## config.mk

```make
export PLATFORM = sky130hd
export DESIGN_NAME = fifo_rd_stream
export DESIGN_NICKNAME = d
export VERILOG_FILES = /design/src/rtl/fifo_rd_stream.sv
export SDC_FILE = /design/constraint.sdc
export NUM_CORES = 1
export LEC_CHECK = 0
export CORE_MARGIN = 3
export CORE_UTILIZATION = 35
export CTS_BUF_LIST = sky130_fd_sc_hd__clkbuf_4
export DETAILED_ROUTE_END_ITERATION = 6
export DONT_BUFFER_PORTS = 1
export GPL_ROUTABILITY_DRIVEN = 0
export PLACE_DENSITY_LB_ADDON = 0.2
export SYNTH_ARGS = -nofsm -noshare
export SYNTH_HDL_FRONTEND = slang
export SYNTH_SLANG_ARGS = --single-unit
```

## constraint.sdc

```tcl
create_clock -name rclk -period 2.43 [get_ports rclk]
set_input_delay 0.3645 -clock rclk [delete_from_list [all_inputs] [get_ports rclk]]
set_output_delay 0.3645 -clock rclk [all_outputs]
set_load 0.005 [all_outputs]
```

## src/rtl/fifo_rd_stream.sv

```systemverilog
// Read-domain output adapter for the async FIFO: pops words whenever the FIFO is
// non-empty and buffer space exists, and presents them on a registered FWFT stream.
module fifo_rd_stream #(
  parameter int DSIZE = 8,
  parameter int CNTW  = 16
) (
  input  logic             rclk,
  input  logic             rrst_n,
  input  logic             rempty,
  input  logic [DSIZE-1:0] rdata,
  output logic             rinc,
  output logic             m_valid,
  output logic [DSIZE-1:0] m_data,
  input  logic             m_ready,
  input  logic             flush,
  output logic [CNTW-1:0]  pop_count
);

  logic [DSIZE-1:0] b0;
  logic [DSIZE-1:0] b1;
  logic [1:0]       cnt;
  logic             accept;

  // The pop decision looks only at registered occupancy, so m_ready never
  // reaches rinc combinationally; the second slot absorbs the one-cycle lag.
  assign rinc    = ~rempty & ~flush & (cnt != 2'd2);
  assign m_valid = (cnt != 2'd0);
  assign m_data  = b0;
  assign accept  = m_valid & m_ready;

  // NOTE: sequential state uses non-blocking assignments so every register sees
  // pre-edge values, which is what makes the pop/accept cases evaluate together.
  always_ff @(posedge rclk or negedge rrst_n) begin
    if (!rrst_n) begin
      // NOTE: the two buffer slots are plain registers, so resetting them is
      // cheap and gives a defined m_data of zero out of reset.
      b0        <= '0;
      b1        <= '0;
      cnt       <= 2'd0;
      pop_count <= '0;
    end else begin
      if (rinc) pop_count <= pop_count + CNTW'(1);

      if (flush) begin
        // A same-cycle accept has already been taken by the consumer; the rest is dropped.
        cnt <= 2'd0;
      end else begin
        unique case ({rinc, accept})
          2'b10: begin
            if (cnt == 2'd0) b0 <= rdata;
            else             b1 <= rdata;
            cnt <= cnt + 2'd1;
          end
          2'b01: begin
            b0  <= b1;
            cnt <= cnt - 2'd1;
          end
          2'b11: b0 <= rdata;  // only reachable with one word held
          default: ;
        endcase
      end
    end
  end

endmodule

```

==> flow_summary.rst <==
.. list-table::
   :header-rows: 1

   * - Metric
     - Value
   * - DIE HEIGHT
     - ~73 µm
   * - Post-detailed-routing wire length
     - 2940 µm
   * - Area enclosed by the die boundary
     - 5350 µm²
   * - Filler Cells Inserted
     - 428
   * - H-tree lvl count
     - 2
   * - GR Layer Usage met2
     - 0.203
   * - Largest fanout on the critical path
     - 9
   * - Via/cell ratio
     - ~5.2
   * - Distinct cells, synth
     - 29
   * - Starting utilization of the core area
     - 0.378
   * - Cell type of the slowest stage on the worst timing path
     - sky130_fd_sc_hd__dfrtp_1
   * - Largest net degree at the start of global routing
     - 35
   * - Number of diodes
     - 0
   * - Post-synth net total
     - roughly 150
   * - Final critical-path setup slack
     - 0.556 ns
   * - Count of synthesis-stage warnings from yosys
     - 0
   * - Layout cell share with drive strength beyond 1
     - 0.186
   * - Worst slew margin relative to its limit
     - 0.691
   * - Total Negative Setup Slacks
     - 0 ns
   * - Sequential-to-total area share from yosys stat
     - 0.539
   * - Final Cell Area
     - 1700 µm²
   * - Initial antenna violation count
     - 0
   * - Remaining global-route overflow
     - 0
   * - Syn Area/Cell
     - 12.0 µm²
   * - Layout-stage area growth over the synthesis result
     - 7.53%
   * - FF-to-FF setup slack
     - 0.81 ns
   * - Data required time at the worst endpoint
     - 2.07 ns
   * - Tightest Hold Check Type
     - in2reg
   * - Type of the worst setup path
     - reg2out
   * - Status
     - finished clean
   * - Final worst-path cycle share
     - 0.771
   * - Met3 track demand over resource in global routing
     - 0.0592
   * - Placed standard-cell area
     - 1620 µm²
   * - Vias in the first global route
     - 1032
   * - First-pass iteration count of the detailed router
     - 4
   * - Total track usage
     - 0.121
   * - Clock latency on the worst-skew pair
     - 0.32 ns
   * - Core Region
     - ~4200 µm²
   * - Setup fix buffers added after clock tree synthesis
     - 0
   * - Die X
     - 73.1 µm
   * - Count of vias placed by the detailed router
     - 988
   * - Maximum root-to-sink buffer count
     - 2
   * - Max rail drop VDD
     - 0.000472 V
   * - Number of buffers inserted during clock tree synthesis
     - 5
   * - Max Cap Violations
     - 0
   * - Type of destination of the critical path
     - output pin
   * - Wire length per cell
     - ~15 µm
   * - Worst Tran Pin Value
     - 0.462 ns
   * - CTS root buf
     - sky130_fd_sc_hd__clkbuf_4
   * - Clk sink count
     - 34
   * - Clock transition at the registers of the reported paths
     - 0.10 ns
   * - Synthesized instance count
     - 132
   * - Number of primary I/O pins
     - 39
   * - Tot Pwr
     - 1.29 mW
   * - Number of buffers and inverters on the critical path
     - 1
   * - Estimated wirelength of the detail-placed design
     - 2110 µm
   * - Wire length of the first global-routing pass
     - a little under 5000 µm
   * - Final min period
     - around 1.9 ns
   * - Setup violators final
     - 0
   * - Post-route DRC
     - 0
   * - Cells traversed along the worst timing path
     - and2b_4 -> nand2b_1 -> inv_1
   * - F_max
     - 534 MHz
   * - Clock tree from TritonCTS
     - done
   * - Lkg Pwr
     - 0.699 nW
   * - Yosys reg bits
     - 34
   * - Type of element launching the critical path
     - flip-flop
   * - CP max stage delay
     - 0.49 ns
   * - Critical Path AT
     - between 1.5 and 2 ns
   * - Placement row count
     - 23
   * - Largest clock skew in the final design
     - 0.00304 ns
   * - Unrepaired setup endpoints after global routing
     - false
   * - Quantity of I/O buffers inserted on ports
     - 0
   * - Post-layout util
     - 0.407
   * - Netlist Area Pre-Place
     - approximately 1600 µm²
   * - Met1 capacity usage during global routing
     - 0.130
   * - Final count of pins violating max slew
     - 0
   * - Busiest layer in global routing
     - met2
   * - DRC violation total after the first TritonRoute iteration
     - 35
   * - Worst Setup Slack post-DPL
     - 0.821 ns
   * - DRT antenna net count
     - 0
   * - Cell class contributing the biggest share of worst-path delay
     - simple AND/OR/NAND/NOR gates
   * - Nets
     - roughly 150
   * - Final Hold Fails
     - 0
   * - Power density of the placed cells
     - 758 nW/µm²
kinds of logic (layout without fill, tap and decap cells):
kind of cell	Yosys count	count (layout)	synth area share
fa+ha+maj	1	1	0.00793
buf+inv	3	11	0.0167
compound gates	17	17	0.0761
flops	34	34	0.539
xor+xnor	15	15	0.0833
mux	16	16	0.108
simple gates	46	46	0.169
layer usage:
| metal | wire, µm | vias to the layer above |
|---|---|---|
| li1 | - | 469 |
| met1 | 1150 | 478 |
| met2 | 1470 | 33 |
| met3 | 254 | 8 |
| met4 | 59 | 0 |
| met5 | 0 | - |
cell type report:
type                    count  area [µm²]  share of cell area
inverters                   1        3.75             0.00221
repair buffers              2        30.0              0.0177
clock inverters             3        11.3             0.00664
flip-flops and latches     34         851               0.501
well taps                  50        62.6              0.0369
clock buffers               5        37.5              0.0221
multi-input cells          95         701               0.413
timing repair:
action	in CTS	in global routing
hold buffers	2	0
resized for setup	0	0
hold endpoints to repair	34	0
flip-flops by register name, summed over array words and instances, names as in the netlist:
signal     flops
pop_count     16
b1             8
m_data         8
cnt            2
layout by cell type, fill, tap and decap left out:
| master | n |
|---|---|
| sky130_fd_sc_hd__or2_4 | 1 |
| sky130_fd_sc_hd__and3_1 | 3 |
| sky130_fd_sc_hd__xnor2_1 | 12 |
| sky130_fd_sc_hd__a21oi_2 | 2 |
| sky130_fd_sc_hd__xor2_1 | 3 |
| sky130_fd_sc_hd__o21ai_1 | 1 |
| sky130_fd_sc_hd__nand2b_1 | 2 |
| sky130_fd_sc_hd__or3_4 | 1 |
| sky130_fd_sc_hd__o21a_1 | 1 |
| sky130_fd_sc_hd__and2b_4 | 1 |
| sky130_fd_sc_hd__dlygate4sd3_1 | 1 |
| sky130_fd_sc_hd__or2_2 | 2 |
| sky130_fd_sc_hd__buf_12 | 1 |
| sky130_fd_sc_hd__a21oi_4 | 2 |
| sky130_fd_sc_hd__nor2_1 | 12 |
| sky130_fd_sc_hd__a21oi_1 | 9 |
| sky130_fd_sc_hd__clkinv_1 | 3 |
| sky130_fd_sc_hd__o21ai_0 | 1 |
| sky130_fd_sc_hd__clkbuf_4 | 5 |
| sky130_fd_sc_hd__nor4_4 | 2 |
| sky130_fd_sc_hd__mux2_2 | 8 |
| sky130_fd_sc_hd__nor3_1 | 1 |
| sky130_fd_sc_hd__nand4_1 | 5 |
| sky130_fd_sc_hd__inv_1 | 1 |
| sky130_fd_sc_hd__nand2_1 | 11 |
| sky130_fd_sc_hd__ha_1 | 1 |
| sky130_fd_sc_hd__dfrtp_1 | 34 |
| sky130_fd_sc_hd__and2_1 | 1 |
| sky130_fd_sc_hd__nor2_2 | 1 |
| sky130_fd_sc_hd__nand3_1 | 3 |
| sky130_fd_sc_hd__o211ai_1 | 1 |
| sky130_fd_sc_hd__mux2i_1 | 8 |
synthesized netlist by cell type, drive strengths merged:
cell	n	area (µm²)
nand4	5	31.3
xor2	3	26.3
nor2	13	51.3
and3	3	18.8
or2	3	21.3
and2	1	6.26
nand2b	2	12.5
buf	2	22.5
o211ai	1	7.51
nand3	3	15.0
nand2	11	41.3
xnor2	12	105
nor3	1	5.00
or3	1	11.3
mux2	8	90.1
and2b	1	10.0
o21a	1	7.51
a21oi	13	95.1
nor4	2	42.5
o21ai	2	10.0
ha	1	12.5
mux2i	8	80.1
dfrtp	34	851
inv	1	3.75
through the flow:
stage / hold WS [ns] / std cells
after floorplan: 0.0689 / 132
after global placement: 0.0700 / 180
after detailed placement: 0.0699 / 180
after CTS: 0.0658 / 190
after global routing: 0.0670 / 190
final: 0.0876 / 190
final timing paths:
| path | endpoint | startpoint | cells past startpoint |
|---|---|---|---|
| worst max-delay path | rinc | cnt[0] | 3 |
| worst min-delay path | cnt[0] | flush | 1 |
| worst min register to register | pop_count[15] | pop_count[15] | 1 |
| min in group asynchronous | pop_count[6] | rrst_n | 2 |
| worst max register to register | m_data[1] | cnt[0] | 4 |
| max in group asynchronous | pop_count[2] | rrst_n | 2 |
report_power, final:
| group | total [mW] | internal [mW] | switching, mW |
|---|---|---|---|
| logic | 0.216 | 0.110 | 0.105 |
| registers | 0.791 | 0.678 | 0.113 |
| clock network | 0.279 | 0.103 | 0.176 |
| total | 1.29 | 0.891 | 0.394 |
worst register-to-register path, stage by stage, from the launching register on:
cell and delay (ns):
sky130_fd_sc_hd__dfrtp_1 0.49, sky130_fd_sc_hd__or3_4 0.44, sky130_fd_sc_hd__a21oi_4 0.40, sky130_fd_sc_hd__nor2_1 0.08, sky130_fd_sc_hd__a21oi_1 0.15
Note: power is estimated with default switching activity, not from simulation.
